`src/rtl/time_set_sequencer_pkg.sv`:
```
// -----------------------------------------------------------------------------
// time_set_sequencer_pkg
// Shared definitions for the time-setting sequencer: field-select codes, FSM
// state encoding, BCD range limits and the BCD seed/step helpers used by all
// three time fields.
// -----------------------------------------------------------------------------
package time_set_sequencer_pkg;

    // Field codes driven on set_sel.
    localparam logic [1:0] SEL_SEC  = 2'd0;
    localparam logic [1:0] SEL_MIN  = 2'd1;
    localparam logic [1:0] SEL_HOUR = 2'd2;
    localparam logic [1:0] SEL_NONE = 2'd3;

    // Largest legal value of each field, in packed BCD.
    localparam logic [7:0] HOUR_MAX_BCD   = 8'h23;
    localparam logic [7:0] MINSEC_MAX_BCD = 8'h59;

    typedef enum logic [2:0] {
        IDLE,
        EDIT_H,
        EDIT_M,
        EDIT_S,
        LOAD_H,
        LOAD_M,
        LOAD_S
    } state_t;

    // Sanitise a live-time digit pair before editing starts: a tens digit
    // above the field's limit or a non-decimal ones digit seeds 00.
    function automatic logic [7:0] bcd_seed(input logic [3:0] tens,
                                            input logic [3:0] ones,
                                            input logic [7:0] max_bcd);
        return (tens > max_bcd[7:4] || ones > 4'd9) ? 8'h00 : {tens, ones};
    endfunction

    // One wrapping BCD step within [00, max_bcd]. Anything at or above the
    // limit wraps to 00 on increment, so a seed such as hour 27 still recovers.
    function automatic logic [7:0] bcd_step(input logic [7:0] val,
                                            input logic [7:0] max_bcd,
                                            input logic       up);
        logic [7:0] res;
        res = val;
        if (up) begin
            if (val >= max_bcd)
                res = 8'h00;
            else if (val[3:0] >= 4'd9)
                res = {val[7:4] + 4'd1, 4'd0};
            else
                res = {val[7:4], val[3:0] + 4'd1};
        end else begin
            if (val == 8'h00)
                res = max_bcd;
            else if (val[3:0] == 4'd0)
                res = {val[7:4] - 4'd1, 4'd9};
            else
                res = {val[7:4], val[3:0] - 4'd1};
        end
        return res;
    endfunction

endpackage

```
`src/rtl/time_set_sequencer_btn_debounce.sv`:
```
// -----------------------------------------------------------------------------
// btn_debounce
// Single push-button debouncer. The raw input must stay high for DEB_CYCLES
// consecutive CLK samples before the press is accepted; any low sample clears
// the count. raw is expected to be synchronous to CLK already.
//
// Ports:
//   CLK    system clock
//   RST    synchronous reset, active-high
//   raw    button input
//   level  debounced level, high from the accepting cycle until release
//   press  one-cycle pulse, the cycle after DEB_CYCLES consecutive highs
// -----------------------------------------------------------------------------
module btn_debounce #(
    parameter int unsigned DEB_CYCLES = 4
) (
    input  logic CLK,
    input  logic RST,
    input  logic raw,
    output logic level,
    output logic press
);

    localparam int unsigned CW = $clog2(DEB_CYCLES + 1);

    logic [CW-1:0] cnt;

    // NOTE: clocked state is written with non-blocking assignments so every
    // register samples pre-edge values, independent of statement order.
    always_ff @(posedge CLK) begin
        if (RST || !raw) begin
            cnt   <= '0;
            level <= 1'b0;
            press <= 1'b0;
        end else if (cnt == CW'(DEB_CYCLES - 1)) begin
            // Counter saturates at DEB_CYCLES, so the pulse cannot recur
            // until a low sample re-arms it.
            cnt   <= CW'(DEB_CYCLES);
            level <= 1'b1;
            press <= 1'b1;
        end else begin
            if (cnt != CW'(DEB_CYCLES))
                cnt <= cnt + 1'b1;
            press <= 1'b0;
        end
    end

endmodule

```
`src/rtl/time_set_sequencer.sv`:
```
// -----------------------------------------------------------------------------
// time_set_sequencer
// Turns four raw buttons into the counter chain's time-setting controls.
// mode enters edit (seeding from the live time) and cycles hour/min/sec,
// inc/dec adjust the selected field with wrapping BCD arithmetic, ok commits
// as three single-cycle loads (hour, minute, second). The clock is frozen
// (run_en = 0) from entry into edit until the last load has been issued.
//
// Optional build macro: SET_AUTOREPEAT_EN -- a held inc/dec adds one further
// step every REPEAT_CYCLES cycles after the initial step.
//
// Ports:
//   CLK, RST            clock, synchronous active-high reset
//   btn_mode/inc/dec/ok raw buttons
//   cur_hh..cur_sl      live time, BCD digits
//   set_high, set_low   tens/ones digit shown or loaded
//   set_sel             field: 0 sec, 1 min, 2 hour, 3 none
//   set_load            one-cycle load strobe for the field on set_sel
//   run_en              1 = clock counts, 0 = frozen
//   editing             high in every EDIT and LOAD state
// -----------------------------------------------------------------------------
module time_set_sequencer
    import time_set_sequencer_pkg::*;
#(
    parameter int unsigned DEB_CYCLES    = 4,
    parameter int unsigned REPEAT_CYCLES = 8
) (
    input  logic       CLK,
    input  logic       RST,
    input  logic       btn_mode,
    input  logic       btn_inc,
    input  logic       btn_dec,
    input  logic       btn_ok,
    input  logic [3:0] cur_hh,
    input  logic [3:0] cur_hl,
    input  logic [3:0] cur_mh,
    input  logic [3:0] cur_ml,
    input  logic [3:0] cur_sh,
    input  logic [3:0] cur_sl,
    output logic [3:0] set_high,
    output logic [3:0] set_low,
    output logic [1:0] set_sel,
    output logic       set_load,
    output logic       run_en,
    output logic       editing
);

    logic press_mode, press_inc, press_dec, press_ok;
    logic lvl_mode, lvl_inc, lvl_dec, lvl_ok;

    btn_debounce #(.DEB_CYCLES(DEB_CYCLES)) u_deb_mode (
        .CLK(CLK), .RST(RST), .raw(btn_mode), .level(lvl_mode), .press(press_mode));
    btn_debounce #(.DEB_CYCLES(DEB_CYCLES)) u_deb_inc (
        .CLK(CLK), .RST(RST), .raw(btn_inc), .level(lvl_inc), .press(press_inc));
    btn_debounce #(.DEB_CYCLES(DEB_CYCLES)) u_deb_dec (
        .CLK(CLK), .RST(RST), .raw(btn_dec), .level(lvl_dec), .press(press_dec));
    btn_debounce #(.DEB_CYCLES(DEB_CYCLES)) u_deb_ok (
        .CLK(CLK), .RST(RST), .raw(btn_ok), .level(lvl_ok), .press(press_ok));

    // Only inc/dec levels matter (and only for auto-repeat).
    logic unused_lvl;
    assign unused_lvl = lvl_mode ^ lvl_ok;

    state_t     state;
    logic [7:0] eh, em, es;

    logic       is_edit;
    logic       step_req, step_up;
    logic [7:0] field_val, field_max, stepped;
    logic [7:0] seed_h, seed_m, seed_s;

    assign is_edit = (state == EDIT_H) || (state == EDIT_M) || (state == EDIT_S);

    assign seed_h = bcd_seed(cur_hh, cur_hl, HOUR_MAX_BCD);
    assign seed_m = bcd_seed(cur_mh, cur_ml, MINSEC_MAX_BCD);
    assign seed_s = bcd_seed(cur_sh, cur_sl, MINSEC_MAX_BCD);

`ifdef SET_AUTOREPEAT_EN
    localparam int unsigned RW = $clog2(REPEAT_CYCLES + 1);

    logic [RW-1:0] rpt_cnt;
    logic          any_press, hold_one, rpt_fire;

    // Exactly one of inc/dec held in an edit state, with no fresh press this
    // cycle: a fresh press (including a field change) restarts the period.
    assign any_press = press_mode | press_inc | press_dec | press_ok;
    assign hold_one  = is_edit && (lvl_inc ^ lvl_dec) && !any_press;
    assign rpt_fire  = hold_one && (rpt_cnt == RW'(REPEAT_CYCLES - 1));

    always_ff @(posedge CLK) begin
        if (RST || !hold_one || rpt_fire)
            rpt_cnt <= '0;
        else
            rpt_cnt <= rpt_cnt + 1'b1;
    end

    assign step_req = (press_inc ^ press_dec) | rpt_fire;
    assign step_up  = (press_inc ^ press_dec) ? press_inc : lvl_inc;
`else
    assign step_req = press_inc ^ press_dec;
    assign step_up  = press_inc;

    logic unused_rpt;
    assign unused_rpt = ^{lvl_inc, lvl_dec, REPEAT_CYCLES[0]};
`endif

    // Value and limit of the field currently being edited.
    always_comb begin
        // NOTE: defaults first, so every path assigns both outputs and no
        // latch is inferred.
        field_val = eh;
        field_max = HOUR_MAX_BCD;
        case (state)
            EDIT_M: begin
                field_val = em;
                field_max = MINSEC_MAX_BCD;
            end
            EDIT_S: begin
                field_val = es;
                field_max = MINSEC_MAX_BCD;
            end
            default: ;
        endcase
    end

    assign stepped = bcd_step(field_val, field_max, step_up);

    // State, edit registers and registered outputs. Each transition sets the
    // outputs that describe the state being entered.
    always_ff @(posedge CLK) begin
        if (RST) begin
            state    <= IDLE;
            eh       <= 8'h00;
            em       <= 8'h00;
            es       <= 8'h00;
            set_high <= 4'd0;
            set_low  <= 4'd0;
            set_sel  <= SEL_NONE;
            set_load <= 1'b0;
            run_en   <= 1'b1;
            editing  <= 1'b0;
        end else begin
            set_load <= 1'b0;
            case (state)
                IDLE: begin
                    if (press_mode) begin
                        eh                  <= seed_h;
                        em                  <= seed_m;
                        es                  <= seed_s;
                        {set_high, set_low} <= seed_h;
                        set_sel             <= SEL_HOUR;
                        run_en              <= 1'b0;
                        editing             <= 1'b1;
                        state               <= EDIT_H;
                    end
                end

                EDIT_H, EDIT_M, EDIT_S: begin
                    // ok beats mode, mode beats a step.
                    if (press_ok) begin
                        {set_high, set_low} <= eh;
                        set_sel             <= SEL_HOUR;
                        set_load            <= 1'b1;
                        state               <= LOAD_H;
                    end else if (press_mode) begin
                        case (state)
                            EDIT_H: begin
                                {set_high, set_low} <= em;
                                set_sel             <= SEL_MIN;
                                state               <= EDIT_M;
                            end
                            EDIT_M: begin
                                {set_high, set_low} <= es;
                                set_sel             <= SEL_SEC;
                                state               <= EDIT_S;
                            end
                            default: begin
                                {set_high, set_low} <= eh;
                                set_sel             <= SEL_HOUR;
                                state               <= EDIT_H;
                            end
                        endcase
                    end else if (step_req) begin
                        {set_high, set_low} <= stepped;
                        case (state)
                            EDIT_H:  eh <= stepped;
                            EDIT_M:  em <= stepped;
                            default: es <= stepped;
                        endcase
                    end
                end

                LOAD_H: begin
                    {set_high, set_low} <= em;
                    set_sel             <= SEL_MIN;
                    set_load            <= 1'b1;
                    state               <= LOAD_M;
                end

                LOAD_M: begin
                    {set_high, set_low} <= es;
                    set_sel             <= SEL_SEC;
                    set_load            <= 1'b1;
                    state               <= LOAD_S;
                end

                LOAD_S: begin
                    // Counters resume from the just-loaded time.
                    {set_high, set_low} <= 8'h00;
                    set_sel             <= SEL_NONE;
                    run_en              <= 1'b1;
                    editing             <= 1'b0;
                    state               <= IDLE;
                end

                default: state <= IDLE;
            endcase
        end
    end

endmodule

```
`config.mk`:
```
export PLATFORM = sky130hd
export DESIGN_NAME = time_set_sequencer
export DESIGN_NICKNAME = d
export VERILOG_FILES = /design/src/rtl/time_set_sequencer_pkg.sv /design/src/rtl/time_set_sequencer_btn_debounce.sv /design/src/rtl/time_set_sequencer.sv
export SDC_FILE = /design/constraint.sdc
export NUM_CORES = 1
export LEC_CHECK = 0
export ABC_AREA = 1
export BUFFER_PORTS_ARGS = -buffer_cell sky130_fd_sc_hd__buf_2
export CORE_MARGIN = 3
export CORE_UTILIZATION = 30
export DETAILED_ROUTE_END_ITERATION = 6
export SYNTH_ARGS = -nofsm -noshare
export SYNTH_HDL_FRONTEND = slang
export SYNTH_SLANG_ARGS = --single-unit
export TNS_END_PERCENT = 30
```
`constraint.sdc`:
```
create_clock -name CLK -period 3.3 [get_ports CLK]
set_clock_uncertainty 0.05 [all_clocks]
set_input_delay 0.165 -clock CLK [delete_from_list [all_inputs] [get_ports CLK]]
set_output_delay 0.165 -clock CLK [all_outputs]
set_load 0.02 [all_outputs]
```
* Yosys cells after proc, flatten, opt, wreduce, memory -nomap -nowiden
Index checks and enable logic that the tools add are counted.
Storage, ports and cells: register bits 56, bits of input ports 30, output and inout bits 13, logic and storage cells 166
Operators by class: $add $sub $neg 8, magnitude comparators 8, equal/unequal tests 23, muxes and demuxes 68, bitwise operators 1, reduce and logical (&&, ||, !) cells 36
Operator list (count):
- 2-to-1 mux 8 bit | 23
- one-hot mux 8 bit (2 select lines) | 4
- one-hot mux 4 bit (5 select lines) | 2
- 2-to-1 mux 3 bit | 11
- 2-to-1 mux 4 bit | 8
- equality test 3 x 2 -> 1 bit (second input constant) | 6
- AND reduction 6 bit | 3
- one-hot mux 4 bit (2 select lines) | 2
- OR reduction 2 bit | 7
- adder 3 x 1 -> 3 bit (second input constant) | 4
- greater-than comparator 4 bit (second input constant) | 3
- != test 2 bit (second input constant) | 6
- != test 3 bit (second input constant) | 4
- one-hot mux 3 bit (4 select lines) | 1
- nonzero test 2 bit | 6
- one-hot mux 2 bit (5 select lines) | 1
- equality test 3 bit (second input constant) | 3
- adder 4 x 1 -> 4 bit (second input constant) | 2
- >= comparator 8 bit | 1
- greater-than comparator 4 x 3 -> 1 bit (second input constant) | 2
- logical NOT 8 bit | 1
- one-hot mux 2 bit (2 select lines) | 2
- subtractor 4 x 1 -> 4 bit (second input constant) | 2
- logical OR 1 bit | 7
- other kinds (18) | 33

* Longest topological paths before layout
Gate-level depths: netlist (run 1).
depth after elaboration 11, gate-level depth with buffers 21, gate-level depth less buffers 20

* Modules after synthesis
Synthesis (run 1) repeated with hierarchy kept, for this count alone.
Unflattened totals: cell total of the unflattened synthesis 623, area, all modules 4002.6 um2
By module, submodules not included:
- time_set_sequencer | instances 1, cells an instance 511, area each 3121.7 um2, sequential area each 800.8 um2
- btn_debounce | instances 4, cells an instance 28, area each 220.2 um2, sequential area each 100.1 um2

* Worst setup path after synthesis (run 1)
Ideal clock, no wire load.
kind flip-flop to flip-flop, start point register state[2], end point register set_low[1], arrival time 2.157 ns, setup slack 0.960 ns, cell stages (with the launch flop) 20, path buffers 2, period minus slack after synthesis 2.340 ns, path through dfxtp_1 > buf_6 > inv_8 > nand2_8 > buf_12 > nand2_1 > nand3_1 > inv_1 > ha_1 > nand4_4 > nor2_4 > nand3_1 > nand3_1 > o21ai_2 > nand2_1 > nand2_1 > nand2_1 > nand2_1 > nand2_1 > a21oi_2
On the way: cells in the longest elaborated chain, start to end 10, elaborated cells on any way between the ends 31
Ends and longest elaborated chain:
- start, declared | line time_set_sequencer.sv:64 | state_t state;
- start signal, assigned | line time_set_sequencer.sv:132 | state <= IDLE;
- start signal, assigned | line time_set_sequencer.sv:154 | state <= EDIT_H;
- start signal, assigned | line time_set_sequencer.sv:164 | state <= LOAD_H;
- equality test 3 x 2 -> 1 bit, on equally long branches | line time_set_sequencer.sv:113, time_set_sequencer.sv:144, time_set_sequencer.sv:166
- OR reduction 2 bit (no line) or one-hot mux 8 bit (2 select lines) (tied branches)
- 2-to-1 mux 7 bit, or another cell as far along | line time_set_sequencer.sv:113 | case (state)
- >= comparator 8 bit, or another cell as far along | line time_set_sequencer_pkg.sv:45 | if (val >= max_bcd)
- 2-to-1 mux 8 bit, on equally long branches | line time_set_sequencer_pkg.sv:45, time_set_sequencer_pkg.sv:52
- 2-to-1 mux 8 bit | line time_set_sequencer_pkg.sv:44 | if (up) begin
- 2-to-1 mux 4 bit | line time_set_sequencer.sv:183 | end else if (step_req) begin
- 2-to-1 mux 4 bit | line time_set_sequencer.sv:165 | end else if (press_mode) begin
- 2-to-1 mux 4 bit | line time_set_sequencer.sv:160 | if (press_ok) begin
- one-hot mux 4 bit (5 select lines) | line time_set_sequencer.sv:144 | case (state)
- end signal, assigned | line time_set_sequencer.sv:161 | {set_high, set_low} <= eh;
- end signal, assigned | line time_set_sequencer.sv:168 | {set_high, set_low} <= em;
- end signal, assigned | line time_set_sequencer.sv:184 | {set_high, set_low} <= stepped;
- end, declared | line time_set_sequencer.sv:41 | output logic [3:0] set_low,
Parallel ways exist; a longest one is shown, timed or not. The select of a mux whose other input is x is not followed. A chain may end at the register's enable or synchronous reset.

* Final worst setup path (run 1)
start point register state[1], end point register set_high[1]
On the way: cells in the longest elaborated chain, start to end 10, elaborated cells on any way between the ends 31
Ends and longest elaborated chain:
- equality test 3 x 2 -> 1 bit, on equally long branches | line time_set_sequencer.sv:113, time_set_sequencer.sv:144, time_set_sequencer.sv:166
- OR reduction 2 bit (no line) or one-hot mux 8 bit (2 select lines) (tied branches)
- 2-to-1 mux 7 bit, or another cell as far along | line time_set_sequencer.sv:113
- >= comparator 8 bit, or another cell as far along | line time_set_sequencer_pkg.sv:45
- 2-to-1 mux 8 bit, on equally long branches | line time_set_sequencer_pkg.sv:45, time_set_sequencer_pkg.sv:52
- 2-to-1 mux 8 bit | line time_set_sequencer_pkg.sv:44
- 2-to-1 mux 4 bit | line time_set_sequencer.sv:183
- 2-to-1 mux 4 bit | line time_set_sequencer.sv:165
- 2-to-1 mux 4 bit | line time_set_sequencer.sv:160
- one-hot mux 4 bit (5 select lines) | line time_set_sequencer.sv:144
- end signal, assigned | line time_set_sequencer.sv:161
- end signal, assigned | line time_set_sequencer.sv:168
- end signal, assigned | line time_set_sequencer.sv:184
- end, declared | line time_set_sequencer.sv:40 | output logic [3:0] set_high,
Parallel ways exist; a longest one is shown, timed or not. The select of a mux whose other input is x is not followed.

==> out/results.ini, run 1 <==
[setup_path]
crit_slowest_cell = dfxtp_1
r2r_cells = 18
reg2reg_slack_ns = 0.30
critPathTopFamily = simple AND/OR/NAND/NOR gates
r2r-end = set_high[1]
crit_fanout = 12
worstPathRequired_ns = 3.41
end_kind = register
cpMostUsedCell = nand2_1
worstPathCellList = nand2_8 > nor2_4 > nand2_1 > nand3_1 > inv_1 > ha_1 > nand4_4 > nor2_4 > o21ai_1 > nand2_1 > nand2_1 > nand2_1 > nand2_1 > nand2_1 > nand2_1 > nand2_1 > nand2_1 > a21oi_1
crit_type = reg2reg
cpPeakStageDelay_ns = 0.63
cp-start-kind = register
crit_arrival_ns = 3.11
critical_path_buf_inv_count = 1
regToRegStartpoint = state[1]

[synth]
ys.flop_type = dfxtp_1
yosys-top-cells-area = dfxtp_1 29%, nand2_1 14%, a21oi_1 7.9%
syn_area_sq_um = 3910
synth_top_area_cell = dfxtp_1
synth_commonest_cells = 150 x nand2_1, 75 x inv_1, 62 x a21oi_1
synth_cell_type_count = 47
yosysTopAreaCellShare_pct = 28.7
synth-edff-count = 0
synthCells = 576
async_flop_share_pct = 0
ys_ff_latch = 56
yosysMostFrequentCell = nand2_1
ys_warn_count = 0
avgSynthCellArea_sq_um = 6.79
syn_nets = 623
synth-seq-area-share_pct = 28.7

[sta]
fin_crit_sh_pct = 91.0
hold_viol = 0
maxSlewViolCount = 0
period_needed_ns = 3.00
worstMarginPinSlew_ns = 0.885
grt_setup_unrepaired = no
finalSetupViolCount = 0
fmax_mhz = 333
maxSlewHeadroom_pct = 40.6
fin_tns_setup_ns = 0

[global_routing]
grt_first_pass_wirelength_um = 19800
gr-total-overflow = 0
grt_pass1_vias = 3873
grt_usage_pct = 17.1
grt_max_degree = 27
grt_antenna_before_repair = 0

[clock_tree]
cts_buffers = 5
path_clk_slew_ns = 0.07
cts.sinks = 56
root_buffer = clkbuf_16
cts_tree = yes
htreeDepth = 2
clock_latency_ns = 0.29
clk_path_buf_depth = 2

[cells_and_area]
diodes = 0
syn2layout_area_growth_pct = 14.5
nets = 666
drive_gt1_share_pct = 16.6
post-route-util_pct = 35.3

[run]
drv_cap = 0

[routing]
drt_wl_total_um = 12300
via_per_inst = 5.17
drt_iter0_drc = 308
wl_per_cell_um = 15.6
drc = 0
vias = 4093
drt-pass1-iter-count = 6
postRouteAntennaNets = 0

[floorplanning]
placementRows = 41
core_area_sq_um = 12700
die_h_um = 120
die_w_um = 120
dieArea_sq_um = 14400
initial_core_util_pct = 30.8
ios = 43

[min_path]
min_from = btn_mode
hold_class = in2reg
min_to = u_deb_mode.press
min_path_cells = 3

[power_and_ir_drop]
vdd_drop_max_v = 0.000245
powerDensity_nw_per_um2 = 532
p_leak_nw = 2.05

[run_status]
status = finished clean

[place]
dp_hpwl_um = 9970
io_buffers = 42
place_congestion = 0.972

logic make-up (layout without fill, tap and decap cells):
logic type               Yosys count  after routing  synth area share, %
AO/OA/AOI/OAI                    150            150                 23.8
adder cells (fa/ha/maj)           17             17                 5.44
AND/OR/NAND/NOR                  253            253                 30.5
flip-flops                        56             56                 28.7
XOR/XNOR                           3              3                0.672
buffers and inverters             97            140                 10.9
registers in the layout (all words and copies together), names as in the netlist, 4 cells and up:
| register | count |
|---|---|
| eh | 8 |
| em | 8 |
| es | 8 |
| set_high | 4 |
| set_low | 4 |
how the worst max path moves through the flow:
stage / startpoint / end / slack, ns / depth (start not counted)
after floorplan: state[2] / set_low[1] / 0.96 / 19
after global placement: state[2] / set_high[1] / 0.27 / 20
after detailed placement: state[2] / set_high[1] / 0.18 / 20
after CTS: state[2] / set_high[1] / 0.16 / 20
after global routing: state[1] / eh[6] / 0.003 / 16
final: state[1] / set_high[1] / 0.30 / 18
worst register-to-register path, stage by stage, from the launching register on:
cell     delay, ns
dfxtp_1       0.63
nand2_8       0.17
nor2_4        0.28
nand2_1       0.10
nand3_1       0.19
inv_1         0.14
ha_1          0.27
nand4_4       0.15
nor2_4        0.08
o21ai_1       0.14
nand2_1       0.06
nand2_1       0.06
nand2_1       0.08
nand2_1       0.10
nand2_1       0.06
nand2_1       0.08
nand2_1       0.09
nand2_1       0.09
a21oi_1       0.06
per-layer routing:
layer,GRT usage [%],part of all wire [%],vias up
met3,2.59,6.2,35
li1,-,-,2008
met2,27.7,45,164
met1,23.1,45,1886
met4,6.44,3.4,0
met5,0,0,-
per-stage QoR:
stage | setup slack [ns] | hold slack (ns) | cell area (sq um) | total power [mW] | cells
6_report | 0.298 | 0.0719 | 4470 | 2.38 | 791
3_3_place_gp | 0.275 | 0.380 | 4290 | 1.70 | 784
4_1_cts | 0.161 | 0.0697 | 4470 | 2.38 | 791
5_1_grt | 0.00302 | 0.0906 | 4470 | 2.52 | 791
3_5_place_dp | 0.181 | 0.375 | 4290 | 1.70 | 784
2_1_floorplan | 0.960 | 0.226 | 3910 | 1.44 | 576
power by group:
group | switching (mW) | total [mW] | internal, mW
clock | 0.242 | 0.673 | 0.431
combinational | 0.605 | 0.896 | 0.291
sequential | 0.0742 | 0.811 | 0.737
layout make-up:
| cell class | instances | area, sq um |
|---|---|---|
| fill | 1391 | 8200 |
| inverter | 83 | 322 |
| timing repair buffer | 50 | 270 |
| sequential | 56 | 1120 |
| tap | 172 | 215 |
| clock buffer | 5 | 125 |
| multi-input combinational | 423 | 2360 |
| clock inverter | 2 | 60.1 |
what timing repair did:
action,4_1_cts,5_1_grt
hold buffers,0,0
setup endpoints to repair,0,12
buffers inserted,0,0
resized for setup,0,1
placed cells by master, fill, tap and decap left out, types with 3 or more instances in the layout:
master,synthesis,final
inv_2,4,4
o21ai_0,31,31
nor2_1,35,35
nand2_2,5,5
inv_1,75,75
a221oi_1,13,13
nand3_1,34,34
dfxtp_1,56,55
o22ai_1,4,4
a31oi_1,9,9
o21a_1,4,4
buf_2,0,42
a21oi_2,3,3
nand4_1,5,5
o211ai_1,5,5
buf_4,2,8
nor2_4,3,3
nor2_2,5,5
nand2_1,150,150
o21ai_2,7,7
a211oi_1,4,4
ha_1,17,17
a21oi_1,62,62
clkbuf_16,0,5
Power figures use the tool's default switching activity.
==> run 2: changes to the inputs <==
--- a/config.mk
+++ b/config.mk
@@ -10,6 +10,7 @@
 export CORE_MARGIN = 3
 export CORE_UTILIZATION = 30
 export DETAILED_ROUTE_END_ITERATION = 6
+export PLACE_DENSITY_LB_ADDON = 0.2
 export SYNTH_ARGS = -nofsm -noshare
 export SYNTH_HDL_FRONTEND = slang
 export SYNTH_SLANG_ARGS = --single-unit
==> constraint.sdc (replaced) <==
create_clock -name CLK -period 2.7 [get_ports CLK]
set_clock_uncertainty 0.05 [all_clocks]
set_input_delay 0.135 -clock CLK [delete_from_list [all_inputs] [get_ports CLK]]
set_output_delay 0.135 -clock CLK [all_outputs]
set_load 0.02 [all_outputs]
==> run 2 against run 1 <==
Combinational power increased by 33%. Worst hold slack lost 0.022 ns. Global-route usage increased by 0.74 points. Non-clock buffer count rose by 23. Cell count up 2.9%. Critical path type unchanged.
==> out/results.ini, run 2 (synthesis results as in run 1) <==
[run_status]
status = finished clean

[sta]
finalSetupViolCount = 0
maxSlewViolCount = 0
fin_crit_sh_pct = 93.4
maxSlewHeadroom_pct = 53.7
hold_viol = 0
worstMarginPinSlew_ns = 0.694
fmax_mhz = 396
period_needed_ns = 2.52
grt_setup_unrepaired = no
fin_tns_setup_ns = 0

[setup_path]
end_kind = register
crit_slowest_cell = dfxtp_2
reg2reg_slack_ns = 0.18
cpMostUsedCell = nand2_1
crit_type = reg2reg
worstPathRequired_ns = 2.82
crit_fanout = 7
r2r_cells = 18
crit_end = set_high[0]
r2r-end = set_high[0]
cp-startpoint = state[0]
cp-start-kind = register
regToRegStartpoint = state[0]
worstPathCellList = inv_1 > nand4_1 > and2_1 > nand2_1 > inv_1 > ha_2 > nand4_4 > nor2_4 > buf_4 > nand2_2 > nand2_1 > nand3_1 > nand2_1 > nand2_1 > nand2_1 > nand2_1 > nand2_1 > a21oi_1
cpPeakStageDelay_ns = 0.40
crit_arrival_ns = 2.64

[power_and_ir_drop]
switching_power_mw = 1.15
powerDensity_nw_per_um2 = 616
p_clk_share_pct = 24.1
pwr-share-comb_pct = 41.5
power.internal_mw = 1.70
p_seq_share_pct = 34.4
vdd_drop_max_v = 0.000284
p_leak_nw = 2.16
switching_share_pct = 40.3

[clock_tree]
clock_latency_ns = 0.30
clk_path_buf_depth = 2
path_clk_slew_ns = 0.07
cts_buffers = 5
htreeDepth = 2
cts.sinks = 56
cts_hold_buf = 0
cts_tree = yes
root_buffer = clkbuf_16

[floorplanning]
core_area_sq_um = 12700
die_h_um = 120
placementRows = 41
ios = 43
initial_core_util_pct = 30.8
die_w_um = 120
dieArea_sq_um = 14400

[routing]
vias = 4172
wl_per_cell_um = 15.6
postRouteAntennaNets = 0
drc = 0
via_per_inst = 5.13
drt_iter0_drc = 333
drt-pass1-iter-count = 6
drt_wl_total_um = 12700

[run]
drv_cap = 0

[place]
io_buffers = 42
place_congestion = 0.926
dp_hpwl_um = 10400

[global_routing]
grt_usage_pct = 17.9
grt_pass1_vias = 3909
grt_antenna_before_repair = 0
grt_max_degree = 27
grt_first_pass_wirelength_um = 20600
gr-total-overflow = 0

[cells_and_area]
post-route-util_pct = 36.5
top_regs = eh (8), em (8), es (8)
multi_input_area_sq_um = 2370
nets = 689
syn2layout_area_growth_pct = 18.5
seq_area_sq_um = 1130
n_fill_cell = 1402
drive_gt1_share_pct = 20.4
layout_commonest_cell = nand2_1
diodes = 0
final_cell_mix = 150 x nand2_1, 75 x inv_1, 61 x a21oi_1

[min_path]
hold_class = in2reg

==> run 2: worst min-delay path by stage <==
stage             start          endpoint  cells after the start
2_1_floorplan       RST            run_en                      2
4_1_cts         btn_dec  u_deb_dec.cnt[2]                      3
3_5_place_dp   btn_mode  u_deb_mode.press                      3
6_report        btn_dec  u_deb_dec.cnt[2]                      3
5_1_grt          btn_ok    u_deb_ok.press                      3
3_3_place_gp    btn_dec   u_deb_dec.press                      3
==> run 2: through the flow <==
step / instances / setup WS, ns / hold WS (ns) / cell area (sq um) / power [mW]
4_1_cts: 813 / 0.0134 / 0.0425 / 4610 / 2.83
2_1_floorplan: 576 / 0.360 / 0.196 / 3910 / 1.76
3_3_place_gp: 806 / 0.0616 / 0.347 / 4450 / 2.14
6_report: 814 / 0.177 / 0.0495 / 4630 / 2.85
3_5_place_dp: 806 / 0.0325 / 0.354 / 4450 / 2.14
5_1_grt: 814 / 0.00971 / 0.0742 / 4630 / 3.06
==> run 2: cell type report <==
class                           count  area share, %
Tap cell                          172           4.65
Clock buffer                        7           3.30
Inverter                           83           6.94
Timing Repair Buffer               73           9.56
Multi-Input combinational cell    423           51.1
Sequential cell                    56           24.4
==> run 2: per-layer routing <==
layer / vias up / wire length, um / global-route usage, %
li1: 2054 / - / -
met5: - / 0 / 0
met2: 148 / 5770 / 27.9
met4: 0 / 356 / 6.44
met1: 1944 / 5920 / 25.3
met3: 26 / 676 / 2.26
==> run 2: power by group through the flow <==
stage	Combinational (mW)	Clock (mW)	Sequential [mW]
2_1_floorplan	0.789	0	0.971
3_3_place_gp	1.14	0	0.997
3_5_place_dp	1.14	0	0.998
4_1_cts	1.15	0.704	0.979
5_1_grt	1.34	0.735	0.987
6_report	1.19	0.686	0.981
==> run 2: critical path, delay by kind of cell, from the launching register on <==
kind                       cells  cell delay (ns)
and+or+nand+nor               13             1.37
DFF                            1             0.40
buffers and inverters          3             0.31
adders and majority gates      1             0.20
AOI/OAI and AO/OA              1             0.05
==> run 2: what timing repair did <==
item	4_1_cts	5_1_grt
endpoints found under the hold margin	0	0
buffers inserted	0	1
setup endpoints to repair	0	21
gates resized for setup	0	8
